==> src/rtl/text_line_renderer.sv <==
// Purpose: renders one text-layer scanline: fetches COLS map entries, looks up glyph rows, writes COLS*8 palette indices.
// Latency: done one cycle after start for an out-of-range line; otherwise 11 cycles per character plus map_ack wait, done with the last write.
// Backpressure: map_req/map_addr held stable until map_ack; ROM is fixed one-cycle latency; line buffer writes never stall.
module text_line_renderer #(
    parameter int COLS = 80,
    parameter int ROWS = 30
) (
    input  logic        clk,
    input  logic        rst_n,
    input  logic        start,
    input  logic [8:0]  line,
    output logic        busy,
    output logic        done,
    output logic        map_req,
    output logic [11:0] map_addr,
    input  logic        map_ack,
    input  logic [15:0] map_data,
    output logic [11:0] rom_addr,
    input  logic [7:0]  rom_data,
    output logic        lb_wr_en,
    output logic [9:0]  lb_wr_addr,
    output logic [7:0]  lb_wr_data
);
    localparam int              CW        = $clog2(COLS);
    localparam logic [9:0]      NUM_LINES = 10'(ROWS * 16);
    localparam logic [CW-1:0]   LAST_COL  = CW'(COLS - 1);

    typedef enum logic [2:0] {S_IDLE, S_FETCH, S_ROM, S_DATA, S_EMIT, S_FIN} state_t;

    state_t        state_q, state_d;
    logic [8:0]    line_q, line_d;
    logic [CW-1:0] col_q, col_d;
    logic [2:0]    pix_q, pix_d;
    logic [7:0]    shift_q, shift_d;
    logic [3:0]    fg_q, fg_d;
    logic [3:0]    bg_q, bg_d;
    logic          busy_q, busy_d;
    logic          done_q, done_d;
    logic          map_req_q, map_req_d;
    logic [11:0]   map_addr_q, map_addr_d;
    logic [11:0]   rom_addr_q, rom_addr_d;
    logic          lb_wr_en_q, lb_wr_en_d;
    logic [9:0]    lb_wr_addr_q, lb_wr_addr_d;
    logic [7:0]    lb_wr_data_q, lb_wr_data_d;

    // Map entry index for a text row and column; never exceeds 12 bits for valid rows.
    function automatic logic [11:0] entry_addr(input logic [4:0] row, input logic [CW-1:0] c);
        return 12'(row) * 12'(COLS) + 12'(c);
    endfunction

    // Next-state and registered-output computation; done and lb_wr_en are pulses, everything else holds.
    always_comb begin
        state_d      = state_q;
        line_d       = line_q;
        col_d        = col_q;
        pix_d        = pix_q;
        shift_d      = shift_q;
        fg_d         = fg_q;
        bg_d         = bg_q;
        busy_d       = busy_q;
        done_d       = 1'b0;
        map_req_d    = map_req_q;
        map_addr_d   = map_addr_q;
        rom_addr_d   = rom_addr_q;
        lb_wr_en_d   = 1'b0;
        lb_wr_addr_d = lb_wr_addr_q;
        lb_wr_data_d = lb_wr_data_q;
        case (state_q)
            S_IDLE: begin
                if (start) begin
                    if ({1'b0, line} < NUM_LINES) begin
                        line_d     = line;
                        col_d      = '0;
                        busy_d     = 1'b1;
                        map_req_d  = 1'b1;
                        map_addr_d = entry_addr(line[8:4], '0);
                        state_d    = S_FETCH;
                    end else begin
                        // Off-screen line: report completion without touching the buses.
                        done_d  = 1'b1;
                        busy_d  = 1'b0;
                        state_d = S_FIN;
                    end
                end
            end
            S_FETCH: begin
                if (map_ack && map_req_q) begin
                    map_req_d  = 1'b0;
                    fg_d       = map_data[11:8];
                    bg_d       = map_data[15:12];
                    rom_addr_d = {map_data[7:0], line_q[3:0]};
                    state_d    = S_ROM;
                end
            end
            S_ROM: begin
                // rom_addr is sampled by the ROM at the end of this cycle.
                state_d = S_DATA;
            end
            S_DATA: begin
                shift_d = rom_data;
                pix_d   = '0;
                state_d = S_EMIT;
            end
            S_EMIT: begin
                lb_wr_en_d   = 1'b1;
                lb_wr_addr_d = 10'({col_q, pix_q});
                lb_wr_data_d = {4'b0, shift_q[7] ? fg_q : bg_q};
                shift_d      = {shift_q[6:0], 1'b0};
                pix_d        = pix_q + 3'd1;
                if (pix_q == 3'd7) begin
                    if (col_q < LAST_COL) begin
                        col_d      = col_q + CW'(1);
                        map_req_d  = 1'b1;
                        map_addr_d = entry_addr(line_q[8:4], col_q + CW'(1));
                        state_d    = S_FETCH;
                    end else begin
                        done_d  = 1'b1;
                        busy_d  = 1'b0;
                        state_d = S_FIN;
                    end
                end
            end
            S_FIN: begin
                // done is high for this single cycle; start is ignored here.
                state_d = S_IDLE;
            end
            default: begin
                state_d = S_IDLE;
            end
        endcase
    end

    // State and output registers; reset aborts any line in progress.
    always_ff @(posedge clk) begin
        if (!rst_n) begin
            state_q      <= S_IDLE;
            line_q       <= '0;
            col_q        <= '0;
            pix_q        <= '0;
            shift_q      <= '0;
            fg_q         <= '0;
            bg_q         <= '0;
            busy_q       <= 1'b0;
            done_q       <= 1'b0;
            map_req_q    <= 1'b0;
            map_addr_q   <= '0;
            rom_addr_q   <= '0;
            lb_wr_en_q   <= 1'b0;
            lb_wr_addr_q <= '0;
            lb_wr_data_q <= '0;
        end else begin
            state_q      <= state_d;
            line_q       <= line_d;
            col_q        <= col_d;
            pix_q        <= pix_d;
            shift_q      <= shift_d;
            fg_q         <= fg_d;
            bg_q         <= bg_d;
            busy_q       <= busy_d;
            done_q       <= done_d;
            map_req_q    <= map_req_d;
            map_addr_q   <= map_addr_d;
            rom_addr_q   <= rom_addr_d;
            lb_wr_en_q   <= lb_wr_en_d;
            lb_wr_addr_q <= lb_wr_addr_d;
            lb_wr_data_q <= lb_wr_data_d;
        end
    end

    assign busy       = busy_q;
    assign done       = done_q;
    assign map_req    = map_req_q;
    assign map_addr   = map_addr_q;
    assign rom_addr   = rom_addr_q;
    assign lb_wr_en   = lb_wr_en_q;
    assign lb_wr_addr = lb_wr_addr_q;
    assign lb_wr_data = lb_wr_data_q;

endmodule
==> config.mk <==
export PLATFORM = sky130hd
export DESIGN_NAME = text_line_renderer
export DESIGN_NICKNAME = d
export VERILOG_FILES = /design/src/rtl/text_line_renderer.sv
export SDC_FILE = /design/constraint.sdc
export NUM_CORES = 1
export LEC_CHECK = 0
export ABC_AREA = 1
export BUFFER_PORTS_ARGS = -buffer_cell sky130_fd_sc_hd__buf_2
export CAP_MARGIN = 0
export CORE_MARGIN = 4
export CORE_UTILIZATION = 30
export CTS_CLUSTER_SIZE = 16
export DETAILED_ROUTE_END_ITERATION = 8
export PLACE_DENSITY = 0.61
export SETUP_SLACK_MARGIN = 0.1
export SYNTH_ARGS = -nofsm -noshare
export SYNTH_HDL_FRONTEND = slang
export SYNTH_SLANG_ARGS = --single-unit
==> constraint.sdc <==
create_clock -name clk -period 3.15 [get_ports clk]
set_input_delay 0.1575 -clock clk [delete_from_list [all_inputs] [get_ports clk]]
set_output_delay 0.1575 -clock clk [all_outputs]
set_load 0.005 [all_outputs]
* Word-level counts from Yosys, hierarchy flattened
Cells that the tools add are included.
** Storage, ports and cells
- Flip-flop bits (word level) :: 80
- Bits of input ports :: 37
- Output and inout port bits :: 46
- Word-level logic and storage cells :: 80
** Cells by class
- Add/sub/neg operators :: 3
- $mul :: 2
- Order comparisons :: 2
- Eq/ne operators :: 11
- Muxes and demuxes :: 36
- Reduce and logical (&&, ||, !) cells :: 11
** Operator list (count)
- 12-bit 2-to-1 mux :: 4
- 7-bit 2-to-1 mux :: 4
- 12-bit case mux with 2 select lines :: 1
- 5-bit by 3-bit multiplier with 8-bit output, second input constant :: 2
- 8-bit case mux with 2 select lines :: 1
- 3-bit 2-to-1 mux :: 5
- 3-bit case mux with 5 select lines :: 1
- 1-bit 2-to-1 mux :: 14
- 7-bit case mux with 2 select lines :: 1
- 12-bit by 7-bit adder with 12-bit output :: 1
- 2-bit inequality test, second input constant :: 6
- 9-bit < comparator, second input constant :: 1
- 7-bit by 1-bit adder with 7-bit output, second input constant :: 1
- 7-bit < comparator, second input constant :: 1
- 3-bit by 2-bit == test with 1-bit output, second input constant :: 2
- 3-bit == test, second input constant :: 2
- 3-bit case mux with 2 select lines :: 1
- 3-bit AND reduction :: 2
- 6-bit AND reduction :: 1
- 5-bit AND reduction :: 1
- 4-bit 2-to-1 mux :: 1
- 1-bit case mux with 2 select lines :: 2
- 4-bit AND reduction :: 1
- 2-bit nonzero test :: 2
- 7 further kinds :: 7

* Logic depth before layout (Yosys ltp)
Gate-level depths: netlist of the first run.
- Depth in word-level cells :: 5
- Gate-level depth with buffers :: 17
- Depth with buffers taken out :: 17

* Worst setup path before layout of the first run
No wires, ideal clock.
- Kind :: register to register
- Start :: register line_q[5]
- End :: register map_addr_q[10], in the netlist map_addr[10]
- Setup time :: 0.066 ns
- Arrival :: 1.896 ns
- Data required time :: 3.084 ns
- Path slack :: 1.188 ns
- Cell stages (with the launch flop) :: 12
- Buffers on the path :: 0
- Clock period less this slack :: 1.962 ns
- Cells stage by stage :: dfxtp_1 -> ha_1 -> ha_1 -> fa_1 -> nand2_1 -> inv_1 -> nand2_1 -> nor2_1 -> inv_1 -> nand3_1 -> nand3_1 -> a21oi_2
** On the way
- Word-level cells in the longest chain between the ends :: 5
** Ends and longest elaborated chain
- start, declared :: line 31 : logic [8:0] line_q, line_d;
- start signal, assigned :: line 153 : line_q <= line_d;
- 5-bit by 3-bit multiplier with 8-bit output :: line 48 : return 12'(row) * 12'(COLS) + 12'(c);
- 12-bit by 7-bit adder with 12-bit output :: line 48
- 12-bit 2-to-1 mux :: line 111 : if (col_q < LAST_COL) begin
- 12-bit 2-to-1 mux :: line 110 : if (pix_q == 3'd7) begin
- 12-bit case mux with 2 select lines :: line 68 : case (state_q)
- end signal, assigned :: line 162 : map_addr_q <= map_addr_d;
- end, declared :: line 40 : logic [11:0] map_addr_q, map_addr_d;
Every way passes these cells. The select of a mux whose other input is x is not followed.
A chain may end at the register's enable or synchronous reset.

* Final worst setup path of the first run
- Start :: register col_q[0]
- End :: register map_addr_q[10], in the netlist map_addr[10]
** On the way
- Word-level cells in the longest chain between the ends :: 5
- Elaborated cells between the ends (all ways) :: 8
- Classes of those cells :: 2 x add/sub; 1 x order compare; 1 x eq/ne; 3 x mux; 1 x reduce/logical
** Ends and longest elaborated chain
- start, declared :: line 32 : logic [CW-1:0] col_q, col_d;
- start signal, assigned :: line 154 : col_q <= col_d;
- 7-bit by 1-bit adder with 7-bit output :: line 114 : map_addr_d = entry_addr(line_q[8:4], col_q + CW'(1));
- 12-bit by 7-bit adder with 12-bit output :: line 48
- 12-bit 2-to-1 mux :: line 111
- 12-bit 2-to-1 mux :: line 110
- 12-bit case mux with 2 select lines :: line 68
Several ways; a longest one is shown, not always the timed one. The select of a mux whose other input is x is not followed.

==> results of run 1 <==
-- critical path: stages (launching register included) --
cell,delay [ps]
dfxtp_1,420
ha_1,250
nand2_1,90
o21ai_0,170
nand2_1,60
inv_1,70
ha_1,170
fa_1,200
nand2_1,80
nand2_1,90
nand2_1,80
nor2_1,130
inv_1,50
nand3_1,60
nand3_1,80
a21oi_2,120
-- layout make-up --
class / instances / area, um^2 / area share [%]
timing repair buffer: 81 / 413 / 9.14
inverter: 48 / 180 / 3.99
tap: 168 / 210 / 4.65
sequential: 76 / 1520 / 33.7
multi-input combinational: 362 / 1860 / 41.1
clock buffer: 11 / 253 / 5.59
clock inverter: 5 / 82.6 / 1.83
-- kinds of logic after synthesis --
logic type	after synthesis	synth area share, %
adder cells (fa/ha/maj)	21	7.71
buffers and inverters	75	8.99
flip-flops	76	41.1
AO/OA/AOI/OAI	108	15.5
other	1	0.101
XOR/XNOR	1	0.237
AND/OR/NAND/NOR	228	26.3
-- power breakdown --
part / leakage [nW] / internal [mW] / switching, mW
clock: 0.166 / 0.740 / 0.411
sequential: 0.618 / 1.02 / 0.0347
combinational: 1.45 / 0.131 / 0.204
-- worst min-delay path by stage --
stage              endpoint  slack, ps
4_1_cts         rom_addr[5]         30
3_3_place_gp        fg_q[0]        380
5_1_grt        rom_addr[10]         40
2_1_floorplan     line_q[6]        290
6_report        rom_addr[5]         40
3_5_place_dp        fg_q[0]        390
-- flip-flops by register name (all words and copies together), names as in the netlist --
register	cells
lb_wr_en	1
fg_q	4
done	1
lb_wr_data	4
state_q	3
line_q	9
pix_q	3
rom_addr	12
bg_q	4
map_addr	8
lb_wr_addr	10
map_req	1
col_q	7
busy	1
shift_q	8
-- cell usage after synthesis (all sizes together) --
cell type / instances
nand2: 102
nor2: 94
dfxtp: 76
o21ai: 57
inv: 48
a21oi: 44
nand3: 24
buf: 21
ha: 18
clkbuf: 6
a21boi: 3
fa: 3
a32o: 2
nor3: 2
nor3b: 2
o22ai: 2
or2: 2
conb: 1
nand3b: 1
nand4: 1
xor2: 1
-- stage by stage --
| step | hold slack (ps) | cells | utilization [%] | area, um^2 |
|---|---|---|---|---|
| final | 40.7 | 751 | 37.5 | 4520 |
| after global routing | 44.0 | 751 | 37.5 | 4520 |
| after CTS | 30.1 | 751 | 37.5 | 4520 |
| after detailed placement | 385 | 735 | 34.7 | 4180 |
| after global placement | 378 | 735 | 34.7 | 4180 |
| after floorplan | 292 | 513 | - | 3710 |
-- metal layers --
layer,share of wire [%],wire length [um]
met5,0,0
met4,1.2,108
met3,7.5,688
met2,45,4180
met1,46,4220
==> impl_metrics.py, run 1 <==
metrics = {
    "route": {
        "wl_per_cell_um": 12.3,
        "drt-initial-drc-count": 141,
        "dr.pass1.iters": 4,
        "dr_total_vias": 3394,
        "ant_nets": 0,
        "drt_wl_total_um": 9200,
        "viasPerCell": 4.52,
        "drc": 0,
    },
    "die": {
        "io_pins": 83,
        "start_util_pct": 30.7,
        "die-area_um2": 14200,
        "rows": 40,
        "core_um2": 12100,
        "die_h_um": 119,
        "die_w_um": 119,
    },
    "sta": {
        "setup_viol": 0,
        "worstMarginPinSlew_ps": 585,
        "finClkSkew_ps": 8.75,
        "period_minus_slack_ps": 2170,
        "maxSlewHeadroom_pct": 60.9,
        "drv_slew": 0,
        "rsz0062_at_grt": "no",
        "finalHoldViolations": 0,
        "setup_ws_ps": 975,
        "max_freq_mhz": 460,
        "tns_ps": 0,
        "period_share_pct": 69.0,
    },
    "yosys": {
        "synth.distinct_cells": 35,
        "ys_top_cells_by_area": "dfxtp_1 41%, nand2_1 9.8%, nor2_1 9.1%, o21ai_0 7.4%, ha_1 6.1%",
        "synth.top_cell.area_share_pct": 41.1,
        "netlist_instances": 510,
        "yosysWarnings": 0,
        "synth_largest_area_cell": "dfxtp_1",
        "yosysSeqAreaShare_pct": 41.1,
        "avgSynthCellArea_um2": 7.26,
        "syn_area_um2": 3700,
        "synth_seq_cells": 76,
    },
    "power_and_ir_drop": {
        "peakVddDrop_mv": 0.324,
        "finalPower_mw": 2.54,
        "p_leak_nw": 2.24,
        "power_density_nw_per_um2": 561,
    },
    "global_routing": {
        "grt_pass1_wl_um": 15800,
        "grt_use_total_pct": 13.6,
        "use_met1_pct": 17.1,
        "grt_use_met2_pct": 21.4,
        "grt_max_degree": 49,
        "grt_pass1_vias": 3303,
        "grt-ovfl-total": 0,
        "grt_busiest_layer": "met2",
        "antenna_found_initial": 0,
        "grt_use_met3_pct": 5.22,
    },
    "setup_path": {
        "rrSetupSlack_ps": 980,
        "r2r_end": "map_addr[10]",
        "worst-endpoint-required_ps": 3420,
        "setup.worst_path.end": "map_addr[10]",
        "cp_max_fo": 6,
        "timing_worst_setup_path_type": "flop to flop",
        "setup.worst_path.end_class": "flop",
        "critical_path_arrival_ps": 2440,
        "reg2regPathDepth": 15,
        "start_kind": "flop",
        "critPathLaunch": "col_q[0]",
        "r2r_start": "col_q[0]",
    },
    "min_path": {
        "min_from": "map_data[1]",
        "hold_path_depth": 3,
        "hp-class": "input port to flop",
    },
    "placed_design": {
        "place_congestion": 0.826,
        "dpl.hpwl_um": 6740,
        "port_buffers": 78,
        "pre_cts_slack_ps": 1000,
    },
    "clocking": {
        "cts_hold_buf": 0,
        "clockBufferDepth": 2,
        "cts_made_buffers": 9,
        "cts_tree": "done",
        "clk_latency_ps": 340,
        "clk_pin_slew_ps": 60,
        "cts_setup_buffers": 0,
        "cts_max_level": 3,
        "postCtsResizedCells": 0,
        "cts_root_buf": "clkbuf_16",
        "numClockSinks": 76,
    },
    "finish": {
        "antenna-diode-count": 0,
        "fillers": 1275,
        "syn2layout_area_growth_pct": 22.1,
        "layout.nets": 636,
        "mostFrequentLayoutCell": "nand2_1",
        "drive_gt1_share_pct": 20.6,
        "final_cell_mix": "97 x nand2_1, 90 x nor2_1, 78 x buf_2",
    },
    "flow_run": {
        "max_cap_viol_count": 0,
    },
    "run_status": {
        "outcome": "finished clean",
    },
}
No activity file was read; power rests on OpenSTA's default activity.
==> inputs of run 2 (changes only) <==
clock period = 2.2 ns   (was 3.15 ns; I/O delays follow)
==> impl_metrics.py, run 2 (synthesized netlist as in run 1, its figures left out) <==
metrics = {
    "setup_path": {
        "crit_chain": "ha_4 -> nand2_1 -> o21ai_1 -> nand2_1 -> inv_1 -> ha_1 -> fa_2 -> nand2_1 -> nand2_2 -> nand2_2 -> nor2_2 -> inv_1 -> nand3_1 -> nand3_1 -> a21oi_2",
        "setup.worst_path.end_class": "flop",
        "worst-endpoint-required_ps": 2430,
        "worst-path-buf-inv": 2,
        "slowest_delay_ps": 360,
        "cp_max_fo": 6,
        "critical_path_arrival_ps": 2180,
        "cpMostUsedCell": "nand2_1",
        "timing_worst_setup_path_type": "flop to flop",
        "crit_family": "adder cells",
        "start_kind": "flop",
        "worst_path_max_delay_cell": "dfxtp_4",
    },
    "route": {
        "drc": 0,
        "drt-initial-drc-count": 186,
        "ant_nets": 0,
        "dr.pass1.iters": 4,
        "wl_per_cell_um": 12.3,
        "drt_wl_total_um": 9470,
        "dr_total_vias": 3493,
        "viasPerCell": 4.55,
    },
    "placed_design": {
        "dpl.hpwl_um": 6930,
        "place_inst": 740,
        "place_congestion": 0.928,
        "port_buffers": 78,
    },
    "die": {
        "core_um2": 12100,
        "die-area_um2": 14200,
        "io_pins": 83,
        "rows": 40,
        "die_w_um": 119,
        "start_util_pct": 30.7,
        "die_h_um": 119,
    },
    "clocking": {
        "clk_pin_slew_ps": 60,
        "cts_root_buf": "clkbuf_16",
        "clk_latency_ps": 330,
        "cts_max_level": 3,
        "numClockSinks": 76,
        "cts_tree": "done",
        "cts_made_buffers": 9,
        "clockBufferDepth": 2,
    },
    "global_routing": {
        "grt-ovfl-total": 0,
        "grt_pass1_wl_um": 15800,
        "grt_max_degree": 35,
        "grt_pass1_vias": 3370,
        "antenna_found_initial": 0,
        "grt_use_total_pct": 13.5,
    },
    "power_and_ir_drop": {
        "power_frac_comb_pct": 15.0,
        "p_leak_nw": 2.29,
        "seq_power_share_pct": 42.5,
        "power_density_nw_per_um2": 750,
        "p_sw_share_pct": 26.1,
        "p_int_mw": 2.62,
        "clockPowerShare_pct": 42.5,
        "finalPower_mw": 3.54,
        "p_switching_mw": 0.923,
        "peakVddDrop_mv": 0.594,
    },
    "finish": {
        "mostFrequentLayoutCell": "nand2_1",
        "layout.nets": 652,
        "drive_gt1_share_pct": 24.7,
        "stdcell_count": 767,
        "syn2layout_area_growth_pct": 27.4,
        "fillers": 1254,
        "largest_reg_flops": 12,
        "final_cell_mix": "95 x nand2_1, 88 x nor2_1, 78 x buf_2",
        "antenna-diode-count": 0,
    },
    "sta": {
        "finalHoldViolations": 0,
        "drv_slew": 0,
        "setup_viol": 0,
        "finClkSkew_ps": 5.83,
        "period_minus_slack_ps": 1950,
        "max_freq_mhz": 512,
        "rsz0062_at_grt": "no",
        "period_share_pct": 88.7,
        "hold_ws_ps": 9.71,
        "tns_ps": 0,
    },
    "run_status": {
        "outcome": "finished clean",
    },
    "flow_run": {
        "max_cap_viol_count": 0,
    },
    "min_path": {
        "hp-class": "input port to flop",
    },
}
run 2: cell types whose count changed in the layout (fill, tap and decap cells not counted), moves of 3 or more:
cell,before,now
dlygate4sd3_1,0,9
buf_4,3,10
dfxtp_1,76,69
ha_4,0,3
ha_1,18,15
dfxtp_2,0,5
run 2: repair_timing:
item                                   CTS  global route
hold buffers                             9             0
pin swaps                                0             7
resized for setup                        3            24
setup endpoints to repair                1             7
buffers inserted                         0             2
endpoints found under the hold margin    9             0
run 2: path summary, 6_finish.rpt:
kind / start / end / slack (ps) / cells past startpoint
setup / recovery: col_q[0] / map_addr[10] / 250 / 15
hold / removal: line[3] / line_q[3] / 10 / 3
setup reg to reg: col_q[0] / map_addr[10] / 250 / 15
hold reg to reg: map_addr[4] / map_addr[4] / 440 / 2
run 2: layer usage:
layer / track usage (%) / wire length [um] / share of wire (%)
met3: 4.70 / 717 / 7.6
met1: 16.4 / 4280 / 45
met4: 4.56 / 159 / 1.7
met2: 22.4 / 4320 / 46
met5: 0 / 0 / 0
run 2: power by group through the flow:
stage / clock network, mW / registers [mW] / logic [mW]
6_report: 1.50 / 1.50 / 0.532
5_1_grt: 1.60 / 1.51 / 0.611
4_1_cts: 1.55 / 1.50 / 0.505
3_5_place_dp: 0 / 1.53 / 0.489
3_3_place_gp: 0 / 1.53 / 0.478
2_1_floorplan: 0 / 1.53 / 0.333
run 2: metrics by stage:
step / util, % / setup slack, ps / instance area [um^2]
6_report: 39.1 / 248 / 4720
5_1_grt: 39.1 / 83.9 / 4720
4_1_cts: 38.3 / 117 / 4620
3_5_place_dp: 35.0 / 63.7 / 4220
3_3_place_gp: 35.0 / 153 / 4220
2_1_floorplan: - / 238 / 3710
run 2: layout make-up:
class                   instances  area, um^2  share of cell area [%]
clock inverters                 4        47.5                    1.01
clock buffers                  12         256                    5.44
well taps                     168         210                    4.46
multi-input cells             362        1930                    41.0
flip-flops and latches         76        1540                    32.5
inverters                      48         180                    3.82
repair buffers                 97         556                    11.8
run 2: tightest hold or removal path, cell delays in order:
cell	delay [ps]
buf_2	70
nor2_1	30
nor2_1	90
